[config.mk]
export PLATFORM = sky130hd
export DESIGN_NAME = systolic_feed_ctrl_flat
export DESIGN_NICKNAME = d
export VERILOG_FILES = /design/src/rtl/systolic_feed_ctrl_if.sv /design/src/rtl/systolic_feed_ctrl.sv /design/src/flat_wrapper.sv
export SDC_FILE = /design/constraint.sdc
export NUM_CORES = 1
export LEC_CHECK = 0
export BUFFER_PORTS_ARGS = -buffer_cell sky130_fd_sc_hd__buf_2
export CELL_PAD_IN_SITES_DETAIL_PLACEMENT = 1
export CELL_PAD_IN_SITES_GLOBAL_PLACEMENT = 1
export CORE_MARGIN = 5
export CORE_UTILIZATION = 40
export CTS_CLUSTER_DIAMETER = 150
export DETAILED_ROUTE_END_ITERATION = 8
export PLACE_DENSITY = 0.81
export SYNTH_ARGS = -nofsm -noshare
export SYNTH_HDL_FRONTEND = slang
export SYNTH_SLANG_ARGS = --single-unit
[constraint.sdc]
create_clock -name clk -period 1.9 [get_ports clk]
set_input_delay 0.285 -clock clk [delete_from_list [all_inputs] [get_ports clk]]
set_output_delay 0.285 -clock clk [all_outputs]
set_load 0.1 [all_outputs]
[src/rtl/systolic_feed_ctrl_if.sv]
// Control bundle between a tile sequencer client and systolic_feed_ctrl.
// start/abort come from the client; all other fields are registered DUT outputs.
interface systolic_feed_ctrl_if #(
   parameter int N = 7
);
   // start is a level the controller samples only while idle (no ready return);
   // done is a one-cycle completion pulse, busy covers LOAD through DONE.
   logic         start;
   logic         abort;
   logic         load;
   logic         pe_clear;
   logic [N-1:0] shift;
   logic [N-1:0] valid;
   logic         busy;
   logic         done;
   logic [2:0]   state;

   modport master (
      output start, abort,
      input  load, pe_clear, shift, valid, busy, done, state
   );

   modport slave (
      input  start, abort,
      output load, pe_clear, shift, valid, busy, done, state
   );
endinterface

[src/rtl/systolic_feed_ctrl.sv]
// Sequences load, diagonally skewed shift/valid and drain for one systolic tile.
// Every port is a flop: outputs are decoded from the next state and registered.
module systolic_feed_ctrl #(
   parameter int N         = 7,
   parameter int DEPTH     = 7,
   parameter int DRAIN_CYC = 7
) (
   input logic             clk,
   input logic             reset,
   systolic_feed_ctrl_if.slave bus
);
   localparam int TW = $clog2(N + DEPTH);
   // Keep at least one bit so DRAIN_CYC = 0 still elaborates; the counter is then unused.
   localparam int DW = (DRAIN_CYC > 0) ? $clog2(DRAIN_CYC + 1) : 1;
   localparam logic [TW-1:0] T_LAST = TW'(N + DEPTH - 2);
   localparam logic [DW-1:0] D_LAST = DW'((DRAIN_CYC > 0) ? DRAIN_CYC - 1 : 0);

   typedef enum logic [2:0] {
      S_IDLE  = 3'd0,
      S_LOAD  = 3'd1,
      S_FEED  = 3'd2,
      S_DRAIN = 3'd3,
      S_DONE  = 3'd4
   } state_t;

   state_t          state_q, state_d;
   logic [TW-1:0]   t_q, t_d;
   logic [DW-1:0]   dr_q, dr_d;
   logic            load_q, load_d;
   logic            busy_q, busy_d;
   logic            done_q, done_d;
   logic [N-1:0]    valid_q, valid_d;

   always_ff @(posedge clk or negedge reset) begin
      if (!reset) begin
         state_q <= S_IDLE;
         t_q     <= '0;
         dr_q    <= '0;
         load_q  <= 1'b0;
         busy_q  <= 1'b0;
         done_q  <= 1'b0;
         valid_q <= '0;
      end else begin
         state_q <= state_d;
         t_q     <= t_d;
         dr_q    <= dr_d;
         load_q  <= load_d;
         busy_q  <= busy_d;
         done_q  <= done_d;
         valid_q <= valid_d;
      end
   end

   always_comb begin
      state_d = state_q;
      t_d     = '0;
      dr_d    = '0;
      case (state_q)
         S_IDLE: begin
            if (bus.start) state_d = S_LOAD;
         end
         S_LOAD: begin
            state_d = bus.abort ? S_IDLE : S_FEED;
         end
         S_FEED: begin
            if (bus.abort) begin
               state_d = S_IDLE;
            end else if (t_q == T_LAST) begin
               state_d = (DRAIN_CYC == 0) ? S_DONE : S_DRAIN;
            end else begin
               t_d = t_q + 1'b1;
            end
         end
         S_DRAIN: begin
            if (bus.abort) begin
               state_d = S_IDLE;
            end else if (dr_q == D_LAST) begin
               state_d = S_DONE;
            end else begin
               dr_d = dr_q + 1'b1;
            end
         end
         S_DONE: begin
            state_d = S_IDLE;
         end
         default: begin
            state_d = S_IDLE;
         end
      endcase

      // Lane i is live while the feed counter sits inside its DEPTH-long window starting at i.
      load_d = (state_d == S_LOAD);
      busy_d = (state_d != S_IDLE);
      done_d = (state_d == S_DONE);
      for (int i = 0; i < N; i++) begin
         valid_d[i] = (state_d == S_FEED) && (int'(t_d) >= i) && (int'(t_d) < i + DEPTH);
      end
   end

   assign bus.load     = load_q;
   assign bus.pe_clear = load_q;
   assign bus.shift    = valid_q;
   assign bus.valid    = valid_q;
   assign bus.busy     = busy_q;
   assign bus.done     = done_q;
   assign bus.state    = state_q;
endmodule

[src/flat_wrapper.sv]
// flat-port wrapper written by rule: the top's interface ports become plain ports
module systolic_feed_ctrl_flat 
#(
   parameter int N         = 7,
   parameter int DEPTH     = 7,
   parameter int DRAIN_CYC = 7
)
  (clk, reset, bus_start, bus_abort, bus_load, bus_pe_clear, bus_shift, bus_valid, bus_busy, bus_done, bus_state);
  systolic_feed_ctrl_if #(.N(N)) bus_i ();
  input logic clk;
  input logic reset;
  input wire logic [$bits(bus_i.start)-1:0] bus_start;
  input wire logic [$bits(bus_i.abort)-1:0] bus_abort;
  output wire logic [$bits(bus_i.load)-1:0] bus_load;
  output wire logic [$bits(bus_i.pe_clear)-1:0] bus_pe_clear;
  output wire logic [$bits(bus_i.shift)-1:0] bus_shift;
  output wire logic [$bits(bus_i.valid)-1:0] bus_valid;
  output wire logic [$bits(bus_i.busy)-1:0] bus_busy;
  output wire logic [$bits(bus_i.done)-1:0] bus_done;
  output wire logic [$bits(bus_i.state)-1:0] bus_state;
  assign bus_i.start = bus_start;
  assign bus_i.abort = bus_abort;
  assign bus_load = bus_i.load;
  assign bus_pe_clear = bus_i.pe_clear;
  assign bus_shift = bus_i.shift;
  assign bus_valid = bus_i.valid;
  assign bus_busy = bus_i.busy;
  assign bus_done = bus_i.done;
  assign bus_state = bus_i.state;
  systolic_feed_ctrl #(.N(N), .DEPTH(DEPTH), .DRAIN_CYC(DRAIN_CYC)) u_core (.clk(clk), .reset(reset), .bus(bus_i));
endmodule
; ---- Word level (Yosys, flattened, before mapping)
; Cells that the tools add are included.
; Widths: inputs -> output; s select.
[word_totals]
out_inout_bits = 21
register_bits = 20
[op_classes]
order_cmp = 13
n_reduce_logical = 15
mux = 13
n_eq_ne = 8
add_sub_neg = 2
[ops]
columns = operator, n
row1 = $lt 4x4->1 const B, 6
row2 = $mux 3, 8
row3 = $logic_and 1x1->1, 13
row4 = $ge 4x3->1 const B, 3
row5 = $mux 4, 3
row6 = $pmux 3 s4, 1
row7 = $eq 3x2->1 const B, 3
row8 = $ge 4x2->1 const B, 2
row9 = $eq 3x1->1 const B, 2
row10 = $eq 3x3->1 const B, 2
row11 = $add 4x1->4 const B, 1
row12 = $eq 4x4->1 const B, 1
row13 = $ge 4x1->1 const B, 1
row14 = $lt 4x3->1 const B, 1
row15 = $add 3x1->3 const B, 1
row16 = $logic_not 3->1, 1
row17 = $reduce_bool 3->1, 1
row18 = $mux 2, 1

; ---- Longest topological paths before layout
[depth]
depth_word = 7
ltp_mapped = 6
mapped_depth_nobuf = 5

; ---- Worst setup path before layout
; No wires, ideal clock.
[synth_path]
kind = register to register
from = register u_core.state_q[1], in the netlist u_core.bus.state[1]
to = register u_core.valid_q[5], in the netlist u_core.bus.shift[5]
stages_incl_launch_ff = 6
setup_slack_ps = -3
t_required_ps = 1821
arrival_ps = 1824
cell_sequence = dfrtp_1 -> buf_6 -> nor4b_4 -> buf_6 -> o2111ai_1 -> mux2i_1
[synth_via]
elab_chain_cells = 6
word_cells_on_any_way = 16
cone_classes = order compare: 2 / eq/ne: 4 / mux: 7 / reduce/logical: 3
[synth_rtl]
columns = item, line_no
row1 = start: declaration, systolic_feed_ctrl.sv:26  ; state_t state_q, state_d;
row2 = start signal: assignment, systolic_feed_ctrl.sv:44  ; state_q <= state_d;
row3 = branches (longest 5 deep; another with $ge 4x3->1), n/a
row4 = $logic_and 1x1->1 (*), systolic_feed_ctrl.sv:96  ; valid_d[i] = (state_d == S_FEED) && (int'(t_d) >= i) && (int'(t_d) < i + DEPTH);
row5 = net u_core.valid_d[5], systolic_feed_ctrl.sv:32  ; logic [N-1:0] valid_q, valid_d;
row6 = end signal: assignment, systolic_feed_ctrl.sv:50  ; valid_q <= valid_d;
row7 = end: declaration, systolic_feed_ctrl.sv:32
; Mark *: on every way through the listed nets, which the timed path passes.

; ---- Worst setup path after layout
[layout_path]
from = register u_core.state_q[0], in the netlist u_core.bus.state[0]
to = output bus_state[0]
[layout_lines]
columns = item, line_no
row1 = end: declaration, flat_wrapper.sv:20  ; output wire logic [$bits(bus_i.state)-1:0] bus_state;
; No word-level cell between the ends.

==> impl_metrics.json <==
{
  "rrSetupSlack_ns": 0.24,
  "cts_tree": "done",
  "rows": 18,
  "power.total_mw": 0.991,
  "vias": 783,
  "worst_hold_slack_ns": 0.266,
  "critPathLaunchType": "flop",
  "hold_path_end": "u_core.bus.load$_DFF_PN0_",
  "hold_viol": 0,
  "grt_pass1_vias": 845,
  "final_cell_mix": "buf_2 (24), dfrtp_1 (19), nor2_1 (8), inv_1 (6), mux2i_1 (5)",
  "ys_top_cells_by_area": "dfrtp_1 (47%), buf_4 (5.7%), mux2i_1 (4.7%)",
  "final.min_clock_period_ns": 1.69,
  "crit_family": "flip-flops",
  "place_ws_ns": 0.314,
  "routedWlPerCell_um": 15.1,
  "final.setup.tns_ns": 0,
  "htreeDepth": 1,
  "utilization_pct": 46.4,
  "max-slew-margin-rel_pct": 66.7,
  "synth_top_area_share_pct": 47.1,
  "drive_gt1_share_pct": 30.2,
  "ant_nets": 0,
  "hp-class": "primary input to flop",
  "die_w_um": 61.5,
  "final-max-slew-violation-count": 0,
  "grt_overflow_total": 0,
  "clkTransAtPathRegs_ns": 0.13,
  "syn-cell-area_um2": 1060,
  "crit_path_cell_trace": "buf_2",
  "ir_drop_mv": 0.560,
  "vias_per_cell": 5.36,
  "swShare_pct": 41.2,
  "dr.pass1.iters": 4,
  "post-route-drc-count": 0,
  "maxCapViolations": 0,
  "cp_slowest_cell": "dfrtp_1",
  "setup_viol": 0,
  "synth_edf_count": 0,
  "nets": 123,
  "worstSetupPathType": "flop to output port",
  "clock_skew_ns": 0.0188,
  "drtIter0Drc": 3,
  "required_ns": 1.62,
  "power.share.clock_pct": 21.7,
  "clock_sinks": 20,
  "hp-start": "bus_start",
  "synth.avg_cell_area_um2": 10.7,
  "postSynth.asyncResetShare_pct": 100,
  "grt_pass1_wl_mm": 3.91,
  "max_freq_mhz": 592,
  "final_common_cell": "buf_2",
  "grt_setup_unrepaired": "no",
  "post_cts_resized": 0,
  "p_leak_nw": 0.559,
  "crit_fanout": 11,
  "cts_buffers": 3,
  "track_usage_pct": 13.8,
  "die_h_um": 61.5,
  "intPower_mw": 0.582,
  "dp_hpwl_mm": 1.68,
  "synth.yosys.seq_area_share_pct": 47.1,
  "worst_pin_slew_ns": 0.496,
  "setup_slack_ns": 0.211,
  "max_stage_delay_ns": 0.59,
  "ys.flop_type": "dfrtp_1",
  "cts_buffer_depth": 2,
  "clk_latency_ns": 0.31,
  "status": "complete, no violations",
  "whs_path_depth": 2,
  "p_sw_mw": 0.408,
  "synth_warnings": 0,
  "syn_inst": 99,
  "seqPwrFrac_pct": 47.7,
  "yosys.area.top_type": "dfrtp_1",
  "port_buffers": 24,
  "critPathCaptureType": "output port",
  "ios": 25,
  "yosys_register_bits": 20,
  "die_area_um2": 3790,
  "r2r_cells": 5,
  "core_area_um2": 2500,
  "antennaDiodeCount": 0,
  "r2r_start": "u_core.t_q[0]$_DFF_PN0_",
  "crit_buf_inv": 1,
  "ys_types": 33,
  "syn_to_final_growth_pct": 9.30,
  "fin_crit_sh_pct": 88.9,
  "power_density_nw_per_um2": 853,
  "combPwrFrac_pct": 30.6,
  "grt_start_max_net_pins": 21,
  "arrival_ns": 1.40,
  "cts-root-buf": "clkbuf_4",
  "synth_nets": 105,
  "r2r-end": "u_core.bus.shift[1]$_DFF_PN0_",
  "gp_congestion": 0.828,
  "antenna_found_initial": 0,
  "drt_wl_total_mm": 2.20,
  "start_util_pct": 42.5
}
==> state kept, by name, summed over array words and instances (netlist names) <==
register,flops
u_core.bus.state,3
u_core.bus.shift,7
u_core.bus.busy,1
u_core.t_q,4
u_core.bus.load,1
u_core.bus.done,1
u_core.dr_q,3
==> logic make-up (layout without fill, tap and decap cells) <==
| kind of cell | count (synthesis) | after routing | share of synthesized area, % |
|---|---|---|---|
| flops | 20 | 20 | 47.1 |
| compound gates | 14 | 14 | 10.2 |
| xor+xnor | 3 | 3 | 3.18 |
| buf+inv | 19 | 36 | 11.9 |
| simple gates | 36 | 36 | 20.5 |
| mux | 5 | 5 | 4.71 |
| fa+ha+maj | 2 | 2 | 2.36 |
==> cell type report <==
type / count / area [µm²]
sequential: 20 / 502
tap: 30 / 37.5
fill: 280 / 1340
multi-input combinational: 60 / 435
clock buffer: 4 / 26.3
inverter: 6 / 22.5
timing repair buffer: 26 / 138
==> repair_timing <==
| item | CTS | global route |
|---|---|---|
| setup buffers | 0 | 0 |
| hold endpoints to repair | 20 | 0 |
| hold buffers | 1 | 0 |
==> cell usage after synthesis, types with 2 or more instances <==
library cell	instances
buf_6	3
nor3_1	3
a211oi_1	2
mux2i_1	5
a21oi_1	2
nor2b_1	4
buf_4	8
nand4_1	4
o211ai_1	3
nor3b_1	2
nor2_1	8
o2111ai_1	2
ha_1	2
nand2_1	4
inv_1	6
nand3_1	4
dfrtp_1	20
a41oi_1	2
==> layer usage <==
layer  vias to the layer above  GRT usage (%)  wire [µm]
li1                        374              -          -
met1                       388           15.9        927
met2                        19           25.4       1130
met3                         2           2.52        114
met4                         0           4.55         24
met5                         -              0          0
==> stage by stage <==
step,std cells,cell area [µm²]
final,146,1160
after global routing,146,1160
after CTS,146,1160
after detailed placement,141,1120
after global placement,141,1120
after floorplan,99,1060
==> power groups by stage <==
| stage | logic [mW] | registers [mW] | clock network [mW] |
|---|---|---|---|
| after floorplan | 0.153 | 0.599 | 0 |
| after global placement | 0.299 | 0.480 | 0 |
| after detailed placement | 0.303 | 0.482 | 0 |
| after CTS | 0.305 | 0.473 | 0.225 |
| after global routing | 0.319 | 0.478 | 0.240 |
| final | 0.303 | 0.473 | 0.215 |
==> worst max-delay path by stage <==
stage | slack, ns | startpoint | cells after the start | to
after floorplan | 0.04 | u_core.bus.state[0]$_DFF_PN0_ | 5 | u_core.bus.shift[5]$_DFF_PN0_
after global placement | 0.35 | u_core.t_q[0]$_DFF_PN0_ | 4 | u_core.bus.shift[5]$_DFF_PN0_
after detailed placement | 0.31 | u_core.t_q[0]$_DFF_PN0_ | 5 | u_core.bus.shift[0]$_DFF_PN0_
after CTS | 0.20 | u_core.bus.state[0]$_DFF_PN0_ | 1 | bus_state[0]
after global routing | 0.1 | u_core.t_q[0]$_DFF_PN0_ | 5 | u_core.bus.shift[0]$_DFF_PN0_
final | 0.21 | u_core.bus.state[0]$_DFF_PN0_ | 1 | bus_state[0]
Note: power is estimated with default switching activity, not from simulation.
